==> src/rtl/timing_decoder.sv <==
// timing_decoder: receive-side recovery of 800x600@60 video timing.
// Regenerates pixel/line counters from the blanking strobes of an upstream
// timing source, measures line and frame lengths against the expected totals,
// and reports lock and error status.
//
// Optional feature macro: TIMING_DECODER_SYNC_CHECK_EN
//   defined   - hsync/vsync edges are checked against the expected positions
//   undefined - sync strobes are only forwarded
//
// Ports:
//   pclk, reset_n                         pixel clock, async active-low reset
//   hsync_in, vsync_in, hblnk_in, vblnk_in  upstream timing strobes
//   hsync_out, vsync_out, hblnk_out, vblnk_out  registered copies of the inputs
//   hcount_out, vcount_out                recovered pixel / line counters
//   line_len, frame_len                   length of last line (pixels) / frame (lines)
//   locked                                timing stable and matching
//   err                                   one-cycle pulse on a check failure while locked
//   err_cnt                               saturating error count
module timing_decoder #(
    parameter int unsigned H_TOTAL      = 1056,
    parameter int unsigned V_TOTAL      = 628,
    parameter int unsigned H_SYNC_START = 840,
    parameter int unsigned H_SYNC_WIDTH = 128,
    parameter int unsigned V_SYNC_START = 601,
    parameter int unsigned V_SYNC_WIDTH = 4,
    parameter int unsigned LOCK_FRAMES  = 2
) (
    input  logic        pclk,
    input  logic        reset_n,
    input  logic        hsync_in,
    input  logic        vsync_in,
    input  logic        hblnk_in,
    input  logic        vblnk_in,
    output logic        hsync_out,
    output logic        vsync_out,
    output logic        hblnk_out,
    output logic        vblnk_out,
    output logic [11:0] hcount_out,
    output logic [11:0] vcount_out,
    output logic [11:0] line_len,
    output logic [11:0] frame_len,
    output logic        locked,
    output logic        err,
    output logic [7:0]  err_cnt
);

    localparam int unsigned CW = 12;
    localparam int unsigned EW = 8;
    localparam int unsigned GW = 4;

    localparam logic [CW-1:0] CNT_MAX   = {CW{1'b1}};
    localparam logic [EW-1:0] ERR_MAX   = {EW{1'b1}};
    localparam logic [CW-1:0] H_TOTAL_C = CW'(H_TOTAL);
    localparam logic [CW-1:0] V_TOTAL_C = CW'(V_TOTAL);
    localparam logic [CW-1:0] HS_RISE_C = CW'(H_SYNC_START);
    localparam logic [CW-1:0] HS_FALL_C = CW'(H_SYNC_START + H_SYNC_WIDTH);
    localparam logic [CW-1:0] VS_RISE_C = CW'(V_SYNC_START);
    localparam logic [CW-1:0] VS_FALL_C = CW'(V_SYNC_START + V_SYNC_WIDTH);
    localparam logic [GW-1:0] LOCK_C    = GW'(LOCK_FRAMES);

`ifdef TIMING_DECODER_SYNC_CHECK_EN
    localparam logic SYNC_CHECK = 1'b1;
`else
    localparam logic SYNC_CHECK = 1'b0;
`endif

    typedef enum logic [1:0] {
        SEARCH  = 2'd0,
        ACQUIRE = 2'd1,
        LOCKED  = 2'd2
    } state_t;

    state_t        state;
    logic [GW-1:0] good_cnt;
    logic          frame_bad;

    logic          hfall, vfall;
    logic          hs_rise, hs_fall, vs_rise, vs_fall;
    logic [CW-1:0] hcount_inc, vcount_inc, hcount_next, vcount_next;
    logic          watchdog, line_bad, frame_shape_bad;
    logic          sync_mismatch, sync_bad, event_bad;
    logic [GW-1:0] good_inc;
    logic [EW-1:0] err_inc;

    // Edge detection, counter next values and per-cycle check results
    always_comb begin
        hfall   = hblnk_out & ~hblnk_in;
        vfall   = vblnk_out & ~vblnk_in;
        hs_rise = hsync_in & ~hsync_out;
        hs_fall = hsync_out & ~hsync_in;
        vs_rise = vsync_in & ~vsync_out;
        vs_fall = vsync_out & ~vsync_in;

        hcount_inc = (hcount_out == CNT_MAX) ? CNT_MAX : hcount_out + CW'(1);
        vcount_inc = (vcount_out == CNT_MAX) ? CNT_MAX : vcount_out + CW'(1);

        hcount_next = hfall ? '0 : hcount_inc;
        vcount_next = vcount_out;
        if (hfall) begin
            vcount_next = vfall ? '0 : vcount_inc;
        end

        // Fires while the pixel counter is hitting or sitting at saturation
        watchdog        = ~hfall & (hcount_out >= (CNT_MAX - CW'(1)));
        line_bad        = hfall & (hcount_inc != H_TOTAL_C);
        // A vblnk fall not aligned to a line start is a malformed frame
        frame_shape_bad = vfall & (~hfall | (vcount_inc != V_TOTAL_C));

        // Sync edges are compared against the counter value loaded this edge
        sync_mismatch = (hs_rise & (hcount_next != HS_RISE_C))
                      | (hs_fall & (hcount_next != HS_FALL_C))
                      | (vs_rise & (vcount_next != VS_RISE_C))
                      | (vs_fall & (vcount_next != VS_FALL_C));
        sync_bad      = SYNC_CHECK & sync_mismatch;

        event_bad = line_bad | watchdog | sync_bad;
        good_inc  = good_cnt + GW'(1);
        err_inc   = (err_cnt == ERR_MAX) ? ERR_MAX : err_cnt + EW'(1);
    end

    // Stage-1 registers, counters, measurements and lock state machine
    always_ff @(posedge pclk or negedge reset_n) begin
        if (!reset_n) begin
            hsync_out  <= 1'b0;
            vsync_out  <= 1'b0;
            hblnk_out  <= 1'b0;
            vblnk_out  <= 1'b0;
            hcount_out <= '0;
            vcount_out <= '0;
            line_len   <= '0;
            frame_len  <= '0;
            locked     <= 1'b0;
            err        <= 1'b0;
            err_cnt    <= '0;
            state      <= SEARCH;
            good_cnt   <= '0;
            frame_bad  <= 1'b0;
        end else begin
            hsync_out  <= hsync_in;
            vsync_out  <= vsync_in;
            hblnk_out  <= hblnk_in;
            vblnk_out  <= vblnk_in;
            hcount_out <= hcount_next;
            vcount_out <= vcount_next;
            err        <= 1'b0;

            if (hfall) begin
                line_len <= hcount_inc;
            end
            if (vfall) begin
                frame_len <= vcount_inc;
            end

            case (state)
                SEARCH: begin
                    if (vfall) begin
                        state     <= ACQUIRE;
                        good_cnt  <= '0;
                        frame_bad <= 1'b0;
                    end
                end
                ACQUIRE: begin
                    if (vfall) begin
                        // Coincident line/sync results count against the closing frame
                        frame_bad <= 1'b0;
                        if (frame_bad | event_bad | frame_shape_bad) begin
                            good_cnt <= '0;
                        end else if (good_inc >= LOCK_C) begin
                            good_cnt <= '0;
                            state    <= LOCKED;
                            locked   <= 1'b1;
                        end else begin
                            good_cnt <= good_inc;
                        end
                    end else if (event_bad) begin
                        frame_bad <= 1'b1;
                    end
                end
                LOCKED: begin
                    if (event_bad | frame_shape_bad) begin
                        err      <= 1'b1;
                        err_cnt  <= err_inc;
                        state    <= SEARCH;
                        locked   <= 1'b0;
                        good_cnt <= '0;
                    end
                end
                default: begin
                    state  <= SEARCH;
                    locked <= 1'b0;
                end
            endcase
        end
    end

endmodule

==> config.mk <==
export PLATFORM = sky130hd
export DESIGN_NAME = timing_decoder
export DESIGN_NICKNAME = d
export VERILOG_FILES = /design/src/rtl/timing_decoder.sv
export SDC_FILE = /design/constraint.sdc
export NUM_CORES = 1
export LEC_CHECK = 0
export CORE_MARGIN = 2
export CORE_UTILIZATION = 35
export CTS_BUF_LIST = sky130_fd_sc_hd__clkbuf_4
export CTS_CLUSTER_DIAMETER = 100
export CTS_CLUSTER_SIZE = 40
export DETAILED_ROUTE_END_ITERATION = 10
export SETUP_SLACK_MARGIN = 0.02
export SLEW_MARGIN = 20
export SYNTH_ARGS = -nofsm -noshare
export SYNTH_HDL_FRONTEND = slang
export SYNTH_SLANG_ARGS = --single-unit
export TNS_END_PERCENT = 30
==> constraint.sdc <==
create_clock -name pclk -period 3.3 [get_ports pclk]
set_input_delay 0.66 -clock pclk [delete_from_list [all_inputs] [get_ports pclk]]
set_output_delay 0.66 -clock pclk [all_outputs]
set_load 0.01 [all_outputs]
==> After elaboration in Yosys (flattened, before gate mapping) <==
Index checks and enable logic that the tools add are counted.
{ "totals": {"word_cells": 83, "regBits": 69, "out_inout_bits": 62, "input_bits": 6} }
{ "op_classes": {"order_cmp": 2, "n_mux": 28, "addsub": 4, "n_eq_ne": 13, "reduce_logical": 8, "bitwise": 14} }
{ "op_table": {"columns": ["op", "count"], "rows": [
  ["$mux 12", 4],
  ["$add 12x1->12 const B", 2],
  ["$eq 12x12->1 const B", 2],
  ["$mux 4", 5],
  ["$ge 12x12->1 const B", 1],
  ["$ne 12x10->1 const B", 1],
  ["$ne 12x11->1 const B", 1],
  ["$pmux 4 s3", 1],
  ["$mux 2", 5],
  ["$ne 2x2->1 const B", 5],
  ["$reduce_and 5->1", 2],
  ["$mux 1", 9],
  ["$add 8x1->8 const B", 1],
  ["$eq 8x8->1 const B", 1],
  ["$mux 8", 1],
  ["$pmux 2 s3", 1],
  ["$and 1x1->1", 5],
  ["$or 1x1->1", 5],
  ["$add 4x1->4 const B", 1],
  ["$ge 4x2->1 const B", 1],
  ["$not 1->1", 4],
  ["$reduce_and 4->1", 1],
  ["$ne 3x3->1 const B", 1],
  ["$pmux 1 s3", 1],
  ["8 further kinds", 8]
]} }

==> Depth between registers and ports, before layout <==
Gate-level depths: netlist of run 1.
{ "logic_depth": {"word_depth": 10, "mapped_depth": 10, "depth_no_buf": 8} }

==> Worst setup path after synthesis of run 1 <==
Ideal clock, no wire load.
{ "synth_path": {"path_kind": "register -> register", "start": "reg hcount_out[1]", "end": "reg err_cnt[4]", "synth_period_minus_slack_ps": 2823, "path_stages_with_launch": 11, "setup_ps": 125, "setup_slack_ps": 477, "required_ps": 3175, "arrival_time_ps": 2698, "path_buffers": 2, "cell_sequence": "dfrtp_1 -> ha_1 -> and4_4 -> buf_6 -> nand4_2 -> mux2i_1 -> or4_4 -> o31ai_4 -> buf_6 -> a211oi_1 -> mux2_4"} }
{ "synth_between": {"elab_chain_len": 7, "word_cells_on_any_way": 10, "cone_classes": "add/sub: 1; order compare: 1; eq/ne: 2; mux: 1; bitwise: 4; reduce/logical: 1"} }
{ "synth_rtl": {"columns": ["item", "line_no", "text"], "rows": [
  ["start, declared", "38", "output logic [11:0] hcount_out,"],
  ["start signal, assigned", "143", "hcount_out <= hcount_next;"],
  ["$add 12x1->12 or $eq 12x12->1 (tied branches)", "94", "hcount_inc = (hcount_out == CNT_MAX) ? CNT_MAX : hcount_out + CW'(1);"],
  ["$mux 12", "94", null],
  ["$ne 12x11->1", "105", "line_bad = hfall & (hcount_inc != H_TOTAL_C);"],
  ["$and 1x1->1", "105", null],
  ["$or 1x1->1 (*)", "116", "event_bad = line_bad | watchdog | sync_bad;"],
  ["$or 1x1->1 (*)", "180", "if (event_bad | frame_shape_bad) begin"],
  ["$reduce_and 2->1 (no source line) (*)", null, null],
  ["end signal, assigned", "182", "err_cnt <= err_inc;"],
  ["end, declared", "44", "output logic [7:0] err_cnt"]
]} }
Mark *: on every way between the ends. The rest lies on a longest branch, timed or not.
A chain may end at the register's enable or synchronous reset.

==> Final worst setup path of run 1 <==
{ "layout_path": {"start": "reg hcount_out[2]", "end": "reg err_cnt[4]"} }
The elaborated chain is that of the path after synthesis.

==> impl_table.tex, run 1 <==
\begin{tabular}{lr}
\hline
Metric & Value \\
\hline
\multicolumn{2}{l}{\textbf{Clock network}} \\
Clk buf depth & 2 \\
Source-to-sink clock delay at the later pin of the worst-skew pair & just over 0.4 ns \\
TritonCTS clock tree & done \\
Clk sinks & 69 \\
Post-cts sizing count & 0 \\
Buffers inserted by post-CTS timing repair & 0 \\
Clock-pin slew on the worst setup and hold paths & $\sim$0.11 ns \\
Deepest level of the CTS H-tree & 3 \\
Post-CTS Hold Fix Bufs & 0 \\
Cts bufs inserted & 9 \\
CTS Root Buffer Type & sky130\_fd\_sc\_hd\_\_clkbuf\_4 \\
\multicolumn{2}{l}{\textbf{GRT}} \\
Via count of the first global-routing pass & 3000 \\
Antenna violations before repair & 0 \\
Maximum number of pins on one net before global-route repair & 70 \\
First-pass GRT wire length & roughly 15 mm \\
All-Layer GR Usage & 16.22\% \\
Overall overflow remaining after global route & 0 \\
\multicolumn{2}{l}{\textbf{Synthesis}} \\
Register area share after synthesis & about half \\
Top FF cell, synth & sky130\_fd\_sc\_hd\_\_dfrtp\_1 \\
Share of synthesized registers carrying an async set or reset & between 90\% and 100\% \\
Library cells used by synthesis & 53 \\
Most frequently used cell type in the post-synthesis netlist & sky130\_fd\_sc\_hd\_\_dfrtp\_1 \\
Netlist area before placement & approximately 0.0036 mm² \\
Number of warnings printed during yosys synthesis & 0 \\
Post-synthesis area per instance & roughly 9.6 µm² \\
Post-synthesis sequential element count & 69 \\
Number of instances in the synthesized netlist & between 300 and 400 \\
Top cell type's share of synthesized area & 48.40\% \\
Biggest area consumer among synthesized cells & sky130\_fd\_sc\_hd\_\_dfrtp\_1 \\
Synth top cells by count & sky130\_fd\_sc\_hd\_\_dfrtp\_1 (69), sky130\_fd\_sc\_hd\_\_nor2\_1 (43), sky130\_fd\_sc\_hd\_\_nand2\_1 (36), sky130\_fd\_sc\_hd\_\_o21ai\_0 (28), sky130\_fd\_sc\_hd\_\_a21oi\_1 (23) \\
Number of enable flip-flop cells after synthesis & 0 \\
Net count after synthesis & 384 \\
Biggest area contributors in the synthesized netlist & sky130\_fd\_sc\_hd\_\_dfrtp\_1 (48\%), sky130\_fd\_sc\_hd\_\_nor2\_1 (4.5\%), sky130\_fd\_sc\_hd\_\_o21ai\_0 (3.9\%) \\
\multicolumn{2}{l}{\textbf{Layout}} \\
Layout Area Growth over Synthesis & 25.82\% \\
Combined flip-flop and latch cell area & 0.001727 mm² \\
Number of nets at the end of the flow & 448 \\
Multi-input gate area in the final layout & 0.001685 mm² \\
\# fillers & around 1000 \\
Fraction of final layout cells sized beyond drive strength 1 & 9.545\% \\
Number of diodes added for antenna fixing & 0 \\
Cell area after layout & 0.004488 mm² \\
\multicolumn{2}{l}{\textbf{STA}} \\
RSZ-0062 raised after global routing & false \\
Transition time at the pin with the least slew margin & 0.8928 ns \\
Fin Clk Skew & between 0.01 and 0.015 ns \\
Final setup TNS & 0 ns \\
Final count of pins violating max slew & 0 \\
Final critical-path share of the clock period & 86.94\% \\
Worst Hold Margin & 0.4258 ns \\
Time the worst path needs with I/O delays and setup & 2.869 ns \\
Number of failing hold endpoints at the final stage & 0 \\
Total setup violations reported at the end of the flow & 0 \\
Normalized max-slew margin & between 40\% and 50\% \\
Fmax & about 350 MHz \\
\multicolumn{2}{l}{\textbf{Die}} \\
Placeable core region & $\sim$0.01 mm² \\
Number of top-level pins & between 60 and 70 \\
Effective utilization at floorplan & 36.33\% \\
Width of the die & between 100 and 150 µm \\
Die span in y & 105.0 µm \\
Num rows & 36 \\
Die Footprint & 0.01102 mm² \\
\multicolumn{2}{l}{\textbf{Setup path}} \\
Bufs and invs on worst path & 0 \\
Data arrival at the endpoint of the critical path & roughly 3.2 ns \\
Category of the worst setup path launch point & flip-flop \\
Path type of the worst setup path & flip-flop to flip-flop \\
Required time at the endpoint of the critical path & roughly 3.6 ns \\
Nature of the critical path endpoint & flip-flop \\
Cell-by-cell listing of the critical path & and4\_4 > nand4\_2 > mux2i\_1 > or4\_4 > o31ai\_4 > a211oi\_1 > mux2\_4 \\
Max stage delay cell, worst path & sky130\_fd\_sc\_hd\_\_dfrtp\_1 \\
Top fanout value on the critical path & 11 \\
Largest stage delay on the critical path & approximately 0.59 ns \\
Reg-to-reg setup timing slack & around 0.43 ns \\
Largest delay share family, worst path & simple AND/OR/NAND/NOR gates \\
\multicolumn{2}{l}{\textbf{Outcome}} \\
Run status & finished clean \\
\multicolumn{2}{l}{\textbf{Route}} \\
Total vias in the final route & $\sim$3000 \\
Length of the first detailed-routing pass in iterations & 4 \\
Vias per inst & around 5.2 \\
Antenna-violating nets left & 0 \\
DRC violation count after routing & 0 \\
Number of DRC markers after the initial detailed-route iteration & 98 \\
Detailed-route wire length & about 8.4 mm \\
Average wire per cell in the routed design & roughly 15 µm \\
\multicolumn{2}{l}{\textbf{Power}} \\
Net Switching & 0.6342 mW \\
Fraction of power consumed by combinational cells & 23.0\% \\
Max IR drop VDD & $\sim$0.26 mV \\
Clock Power Share & about a quarter \\
Power density over the cells & approximately 460 mW/mm² \\
Static Leakage & around 1.9 nW \\
Sw Ratio & approximately 31\% \\
Relative contribution of sequential cells to total power & between 50\% and 60\% \\
Pint & 1.416 mW \\
Overall power of the completed layout & between 2 and 2.5 mW \\
\multicolumn{2}{l}{\textbf{Place}} \\
Count of port buffers added during placement & 67 \\
Routability cong. & 0.8628 \\
Placed inst area & 0.004360 mm² \\
HPWL after DPL & between 5 and 6 mm \\
\multicolumn{2}{l}{\textbf{Job}} \\
Max\_cap viols & 0 \\
\multicolumn{2}{l}{\textbf{Min path}} \\
Tightest Hold Check Type & primary input to async pin \\
\hline
\end{tabular}
## through the flow
| step | instances | util, % | worst slack, ns |
|---|---|---|---|
| 6_report | 573 | 45.71 | 0.4310 |
| 3_3_place_gp | 558 | 44.41 | 0.2687 |
| 5_1_grt | 573 | 45.71 | 0.1316 |
| 2_1_floorplan | 372 | - | 0.4774 |
| 3_5_place_dp | 558 | 44.41 | 0.2518 |
| 4_1_cts | 573 | 45.71 | 0.4101 |
## cell usage in the layout (no fill, tap or decap), drive strengths merged, types with 7 or more instances in the layout
| cell type | Yosys | layout |
|---|---|---|
| clkdlybuf4s50 | 0 | 66 |
| xor2 | 8 | 8 |
| clkbuf | 17 | 12 |
| and3 | 9 | 9 |
| a31oi | 14 | 14 |
| xnor2 | 7 | 7 |
| o21ai | 28 | 28 |
| nand3 | 9 | 9 |
| buf | 10 | 14 |
| nand2 | 36 | 36 |
| nand2b | 7 | 7 |
| nor3 | 7 | 7 |
| nand4 | 11 | 11 |
| a21oi | 24 | 24 |
| nor2 | 43 | 43 |
| dfrtp | 69 | 69 |
## kinds of logic after synthesis
group,count (synthesis),share of synthesized area (%)
AO/OA/AOI/OAI,93,16.66
XOR/XNOR,15,3.683
adder cells (fa/ha/maj),6,2.104
buffers and inverters,32,4.419
flip-flops,69,48.40
multiplexers,10,3.192
AND/OR/NAND/NOR,147,21.54
## flip-flops by register name (all words and copies together) (netlist names)
signal / cells
vsync_out: 1
hsync_out: 1
err_cnt: 8
line_len: 12
vblnk_out: 1
state: 2
hblnk_out: 1
good_cnt: 4
err: 1
frame_bad: 1
hcount_out: 12
vcount_out: 12
locked: 1
frame_len: 12
## layer usage
metal / GRT usage (%) / vias up / wire, µm
li1: - / 1460 / -
met3: 3.681 / 9 / 359
met5: 0 / - / 0
met1: 21.10 / 1444 / 3949
met2: 26.25 / 57 / 3987
met4: 6.286 / 0 / 108
## worst reg2reg max path, delay by kind of cell, from the launching register on
family	cells	cell delay (ns)
AND/OR/NAND/NOR	3	1.04
AO/OA/AOI/OAI	2	0.63
flip-flops	1	0.59
multiplexers	2	0.51
## area by class of cell
type | instances | area share (%)
clock buffers | 12 | 2.007
clock inverters | 3 | 0.8364
inverters | 5 | 0.4182
multi-input cells | 271 | 37.55
flip-flops and latches | 69 | 38.47
well taps | 133 | 3.708
repair buffers | 80 | 17.01
## worst paths after layout
| kind | from | to | cells after the start |
|---|---|---|---|
| hold reg to reg | frame_len[8]$_DFFE_PN0P_ | frame_len[8]$_DFFE_PN0P_ | 2 |
| min in group pclk | frame_len[8]$_DFFE_PN0P_ | frame_len[8]$_DFFE_PN0P_ | 2 |
| max in group asynchronous | reset_n | hblnk_out$_DFF_PN0_ | 2 |
| hold / removal | reset_n | line_len[7]$_DFFE_PN0P_ | 2 |
| setup / recovery | hcount_out[2]$_DFF_PN0_ | err_cnt[4]$_DFFE_PN0P_ | 7 |
| setup reg to reg | hcount_out[2]$_DFF_PN0_ | err_cnt[4]$_DFFE_PN0P_ | 7 |
## power by group through the flow
stage | combinational, mW | sequential [mW] | clock (mW)
4_1_cts | 0.479 | 1.03 | 0.562
5_1_grt | 0.522 | 1.05 | 0.601
3_5_place_dp | 0.476 | 1.05 | 0
2_1_floorplan | 0.241 | 1.04 | 0
3_3_place_gp | 0.474 | 1.05 | 0
6_report | 0.471 | 1.03 | 0.546
Power figures use the tool's default switching activity.
==> inputs of run 2 (changes only) <==
Settings changed: GPL_ROUTABILITY_DRIVEN set to 1, SETUP_SLACK_MARGIN 0.02 to 0.1.
==> results of run 2 <==
Same layout as run 1: the final DEF is identical, and so are final timing and power.
==> inputs of run 3 (changes only) <==
Settings changed: ABC_CLOCK_PERIOD_IN_PS set to 3300, CTS_CLUSTER_DIAMETER 100 to not set.
==> results of run 3 <==
Same layout as run 1: the final DEF is identical, and so are final timing and power.
